==> config.mk <==
export PLATFORM = sky130hd
export DESIGN_NAME = regfile_wb_ctrl
export DESIGN_NICKNAME = d
export VERILOG_FILES = /design/src/rtl/regfile_wb_ctrl.sv
export SDC_FILE = /design/constraint.sdc
export NUM_CORES = 1
export LEC_CHECK = 0
export ABC_AREA = 0
export CAP_MARGIN = 20
export CELL_PAD_IN_SITES_DETAIL_PLACEMENT = 0
export CELL_PAD_IN_SITES_GLOBAL_PLACEMENT = 1
export CORE_ASPECT_RATIO = 1.2
export CORE_MARGIN = 4
export CORE_UTILIZATION = 44
export CTS_CLUSTER_SIZE = 20
export DETAILED_ROUTE_END_ITERATION = 6
export PLACE_DENSITY = 0.89
export SYNTH_ARGS = -nofsm -noshare
export SYNTH_HDL_FRONTEND = slang
export SYNTH_SLANG_ARGS = --single-unit
export TNS_END_PERCENT = 5
==> constraint.sdc <==
create_clock -name clk -period 2.9 [get_ports clk]
set_clock_uncertainty 0.15 [all_clocks]
set_input_delay 0.29 -clock clk [delete_from_list [all_inputs] [get_ports clk]]
set_output_delay 0.29 -clock clk [all_outputs]
set_load 0.02 [all_outputs]
==> src/rtl/regfile_wb_ctrl.sv <==
// regfile_wb_ctrl
// ---------------------------------------------------------------------------
// Write-side controller for the integer register file. It merges the
// in-order pipeline writeback (source A) with long-latency results (source B,
// e.g. div/mul, load-miss) onto the single register-file write port. B results
// wait in a small in-order FIFO. A per-register pending scoreboard tells the
// issue stage which registers still await a long-latency result.
//
// Optional feature: define WB_STARVE_GUARD_EN to enable the starvation guard.
// After STARVE_MAX consecutive A wins with B waiting, the FIFO head is forced
// onto the port for one cycle and A is stalled.
//
// Ports
//   clk, rst                  clock; synchronous active-high reset
//   a_valid/a_addr/a_data     pipeline writeback request (r0 ignored)
//   a_stall                   A held this cycle (guard build only, else 0)
//   b_valid/b_ready/b_addr/b_data  long-latency result handshake into FIFO
//   mark_en/mark_addr         long-latency op issued: set pending bit
//   q1_addr/q1_busy, q2_addr/q2_busy  combinational scoreboard queries
//   rw_en/rw_addr/rw_data     registered register-file write port
//   fifo_count                current FIFO occupancy
// ---------------------------------------------------------------------------
module regfile_wb_ctrl #(
   parameter int REG_WIDTH  = 5,
   parameter int DATA_WIDTH = 32,
   parameter int FIFO_DEPTH = 4,
   parameter int STARVE_MAX = 8
) (
   input  logic                          clk,
   input  logic                          rst,
   input  logic                          a_valid,
   input  logic [REG_WIDTH-1:0]          a_addr,
   input  logic [DATA_WIDTH-1:0]         a_data,
   output logic                          a_stall,
   input  logic                          b_valid,
   output logic                          b_ready,
   input  logic [REG_WIDTH-1:0]          b_addr,
   input  logic [DATA_WIDTH-1:0]         b_data,
   input  logic                          mark_en,
   input  logic [REG_WIDTH-1:0]          mark_addr,
   input  logic [REG_WIDTH-1:0]          q1_addr,
   output logic                          q1_busy,
   input  logic [REG_WIDTH-1:0]          q2_addr,
   output logic                          q2_busy,
   output logic                          rw_en,
   output logic [REG_WIDTH-1:0]          rw_addr,
   output logic [DATA_WIDTH-1:0]         rw_data,
   output logic [$clog2(FIFO_DEPTH):0]   fifo_count
);

   localparam int REG_NUM = 1 << REG_WIDTH;
   localparam int PTR_W   = $clog2(FIFO_DEPTH);
   localparam int CNT_W   = PTR_W + 1;

   // Elaboration-time sanity check of the configuration.
   if (FIFO_DEPTH < 2 || (FIFO_DEPTH & (FIFO_DEPTH - 1)) != 0 || STARVE_MAX < 1) begin : g_param_check
      $error("regfile_wb_ctrl: FIFO_DEPTH must be a power of 2 >= 2 and STARVE_MAX >= 1");
   end

   logic [REG_WIDTH-1:0]  fifo_addr [FIFO_DEPTH];
   logic [DATA_WIDTH-1:0] fifo_data [FIFO_DEPTH];
   logic [PTR_W-1:0]      wr_ptr;
   logic [PTR_W-1:0]      rd_ptr;
   logic [REG_NUM-1:0]    pending;

   logic                  a_req;
   logic                  fifo_ne;
   logic                  push;
   logic                  pop;
   logic                  a_win;
   logic                  guard_active;
   logic [REG_WIDTH-1:0]  head_addr;
   logic [DATA_WIDTH-1:0] head_data;

   assign a_req     = a_valid && (a_addr != '0);
   assign fifo_ne   = (fifo_count != '0);
   assign head_addr = fifo_addr[rd_ptr];
   assign head_data = fifo_data[rd_ptr];

   // No pass-through: a full FIFO refuses input even in a cycle it pops.
   assign b_ready = !rst && (fifo_count < CNT_W'(FIFO_DEPTH));
   // Writes to r0 are accepted on the handshake but never stored.
   assign push    = b_valid && b_ready && (b_addr != '0);

   assign a_win   = a_req && !guard_active;
   assign pop     = !a_win && fifo_ne;

`ifdef WB_STARVE_GUARD_EN
   localparam int SC_W = $clog2(STARVE_MAX + 1);
   logic [SC_W-1:0] starve_cnt;

   // Counts A wins that happened while B was waiting; saturates at the limit.
   always_ff @(posedge clk) begin
      if (rst) begin
         starve_cnt <= '0;
      end else if (pop) begin
         starve_cnt <= '0;
      end else if (a_win && fifo_ne && (starve_cnt != SC_W'(STARVE_MAX))) begin
         starve_cnt <= starve_cnt + SC_W'(1);
      end
   end

   assign guard_active = fifo_ne && (starve_cnt == SC_W'(STARVE_MAX));
`else
   assign guard_active = 1'b0;
`endif

   assign a_stall = !rst && guard_active;

   // NOTE: the FIFO storage carries no reset; only pointers and count define
   // validity, so stale entries are never observable and the array maps to
   // plain RAM/flops without reset muxes.
   always_ff @(posedge clk) begin
      if (push) begin
         fifo_addr[wr_ptr] <= b_addr;
         fifo_data[wr_ptr] <= b_data;
      end
   end

   // NOTE: all state updates use non-blocking assignments so every process
   // sees pre-edge values, independent of evaluation order.
   always_ff @(posedge clk) begin
      if (rst) begin
         wr_ptr     <= '0;
         rd_ptr     <= '0;
         fifo_count <= '0;
      end else begin
         if (push) wr_ptr <= wr_ptr + PTR_W'(1);
         if (pop)  rd_ptr <= rd_ptr + PTR_W'(1);
         fifo_count <= fifo_count + CNT_W'(push) - CNT_W'(pop);
      end
   end

   // Write port: A first (unless guarded), then FIFO head, else idle with
   // address/data held.
   always_ff @(posedge clk) begin
      if (rst) begin
         rw_en   <= 1'b0;
         rw_addr <= '0;
         rw_data <= '0;
      end else if (a_win) begin
         rw_en   <= 1'b1;
         rw_addr <= a_addr;
         rw_data <= a_data;
      end else if (pop) begin
         rw_en   <= 1'b1;
         rw_addr <= head_addr;
         rw_data <= head_data;
      end else begin
         rw_en   <= 1'b0;
      end
   end

   // Scoreboard: the set is written last so a same-cycle set of the popped
   // register wins over the clear.
   always_ff @(posedge clk) begin
      if (rst) begin
         pending <= '0;
      end else begin
         if (pop) pending[head_addr] <= 1'b0;
         if (mark_en && (mark_addr != '0)) pending[mark_addr] <= 1'b1;
      end
   end

   // The rw_* term covers the cycle between leaving this block and the
   // register-file commit.
   assign q1_busy = (q1_addr != '0) && (pending[q1_addr] || (rw_en && (rw_addr == q1_addr)));
   assign q2_busy = (q2_addr != '0) && (pending[q2_addr] || (rw_en && (rw_addr == q2_addr)));

endmodule
==> results.txt <==
CP Capture Type = primary output
Area Growth Syn to Fin = 28.5%
vias per inst = 5.57
GRT Util Overall = 19.2%
Post-Route WL = 23,000 µm
die area = 23,900 µm²
Post-Syn Area per Cell = 13.7 µm²
root buffer cell = clkbuf_16
die height = 169 µm
Design Power = 9.31 mW
design area = 12,200 µm²
Syn Std Cell Area = 9460 µm²
Clock transition at path regs = 0.06 ns
final antenna-violating net count = 0
Sink Count = 227
grt total ovfl = 0
CP max FO = 11
Peak VDD IR = 0.000563 V
Crit-path slowest cell = clkdlybuf4s50_1
Reg power frac = 41.3%
TritonCTS clock tree = yes
worst hold path class = in2reg
Worst Path Arrival = 2.35 ns
Placed Area = 11,400 µm²
cts bufs inserted = 23
Synthesis Warnings = 0
Synth async-reset ratio = 0%
Clk network pwr share = 32.5%
CP max stage delay = 0.51 ns
vias in the first global route = 6,495
DR vias = 6,363
Critical Path RT = 2.46 ns
Final #Nets = 957
Initial Util = 45.0%
worst-case clock buffer depth = 3
DRT Pass-1 Iters = 5
Fin. Hold Viols = 0
DRT iter0 DRCs = 472
core area = 21,000 µm²
internal power = 6.59 mW
minimum clock period after layout = 2.79 ns
switching share of total power = 29.2%
final max-slew violation count = 0
most common cell after layout, fill and taps aside = edfxtp_1
largest net degree at the start of global routing = 52
final setup violation count = 0
RSZ-0062 raised after global routing = false
kind of critical path = in2out
Net Count, Synth = 791
Synth cell types = 51
Comb pwr share = 26.2%
P_sw = 2.72 mW
leak pwr = 4.26 nW
share of cells above drive strength 1 = 17.1%
DP HPWL = 15,600 µm
status = complete, no violations
register bit total from synthesis = 227
max-cap viol count = 0
Max H-tree Level = 1
Max Freq = 359 MHz
Seq/Total Area, Yosys = 63.7%
I/O pins = 139
Critical Path Start Type = primary input
Die W = 142 µm
initial antenna violation count = 0
Placer Congestion = 0.857
CP bufs+invs = 3
# diodes = 0
Pwr per Cell Area = 765 nW/µm²
drt wl/cell = 20.1 µm
Setup WS pre-CTS = -0.293 ns
crit path cell chain = clkdlybuf4s50_1, buf_12, mux4_2, mux2_2, o211ai_1, o211ai_1, clkdlybuf4s15_1
Final Cycle Share = 96.0%
# rows = 58
first-pass GRT wire length = 36,000 µm
predominant post-synthesis flop cell = edfxtp_1
most used cell, CP = o211ai_1
Top delay family on crit path = buffers and inverters
Syn Inst Count = 690
Post-synth EDFFs = 148
DRC Markers = 0
most frequent cells in the layout = edfxtp_1, clkdlybuf4s50_1, nand2_1
post-route setup slack = 0.115 ns
Port-buffer cells = 137
Skew-Pair Late Insertion Delay = 0.51 ns
Least-Margin Pin Slew = 0.609 ns
worst rel slew slack = 59.4%
## stage by stage
stage | util, % | hold WS (ns) | TNS [ns] | std cells
after global placement | 54.1 | 0.290 | -0.386 | 1101
after CTS | 57.8 | 0.200 | 0 | 1143
after floorplan | - | 0.239 | 0 | 690
final | 57.8 | 0.226 | 0 | 1143
after global routing | 57.8 | 0.206 | 0 | 1143
after detailed placement | 54.1 | 0.293 | -0.532 | 1101
## Yosys cell counts (2+ instances only)
library cell,count,area (µm²)
nor2b_1,4,25.0
xnor2_1,5,43.8
clkinv_1,2,7.51
a311oi_1,36,315
nor4_1,4,25.0
nand3b_1,3,22.5
buf_1,4,15.0
nand4_1,2,12.5
a21oi_1,7,35.0
and3_1,2,12.5
a32o_1,8,80.1
and2_1,4,25.0
mux2i_1,10,100
ha_1,6,75.1
a2111oi_0,2,17.5
nand2b_1,7,43.8
nor3_1,9,45.0
xor2_1,9,78.8
inv_1,8,30.0
buf_2,11,55.1
nand3_1,7,35.0
nand2_1,127,477
edfxtp_1,148,4440
nor3b_1,3,22.5
or3_1,3,18.8
mux2_2,3,33.8
dfxtp_1,79,1580
mux4_2,49,1100
clkbuf_1,28,105
o211ai_1,24,180
nor2_1,56,210
## flip-flops by register name (all words and copies together) (netlist names), named ones only
signal and count:
rd_ptr 2, pending 32, rw_addr 5, fifo_addr 20, fifo_data 128, wr_ptr 2, fifo_count 3, rw_data 32
rw_en 1
## area by class of cell
type                    count  area (µm²)
clock buffers              30         612
clock inverters            12         161
fillers                  1658        8880
inverters                  11        41.3
multi-input cells         406        3220
flip-flops and latches    227        6030
well taps                 270         338
repair buffers            187        1770
## worst paths after layout
path | start | slack (ns) | cells after the start | end
min reg2reg | pending[0] | 0.30 | 1 | pending[0]
max reg2reg | fifo_count[2] | 0.38 | 13 | fifo_count[2]
max | q2_addr[0] | 0.11 | 7 | q2_busy
min | a_data[21] | 0.23 | 3 | rw_data[21]
## power by group through the flow
stage	Combinational [mW]	Clock [mW]	Sequential [mW]
floorplan	1.39	0	4.00
global placement	2.41	0	3.90
detailed placement	2.45	0	3.91
CTS	2.46	3.10	3.85
global route	2.64	3.25	3.87
finish	2.44	3.03	3.84
## metal layers
metal | share of wire, % | up-vias | track usage, %
met5 | 0 | - | 0
met4 | 1.7 | 0 | 4.51
met3 | 6.7 | 36 | 3.90
met2 | 51 | 203 | 33.0
met1 | 41 | 3166 | 25.1
li1 | - | 2958 | -
## what timing repair did
action | 4_1_cts | 5_1_grt
endpoints found under the setup margin | 2 | 1
resized for setup | 2 | 1
hold buffers | 0 | 0
buffers inserted | 0 | 0
## logic make-up (layout without fill, tap and decap cells)
logic type	Yosys count	count (layout)	share of synthesized area, %
DFF	227	227	63.7
xor gates and xnor gates	14	14	1.30
adders and majority gates	7	7	1.00
AOI/OAI and AO/OA	87	87	7.54
muxes	62	62	13.1
and+or+nand+nor	235	235	10.8
other	1	1	0.0396
buffers and inverters	57	240	2.54
## worst reg2reg max path, delay by kind of cell (launching register included)
kind	cells	cell delay, ns
fa+ha+maj	3	0.79
compound gates	1	0.11
xor+xnor	2	0.34
flops	1	0.32
buf+inv	4	0.31
simple gates	3	0.37
No activity file was read; power rests on OpenSTA's default activity.
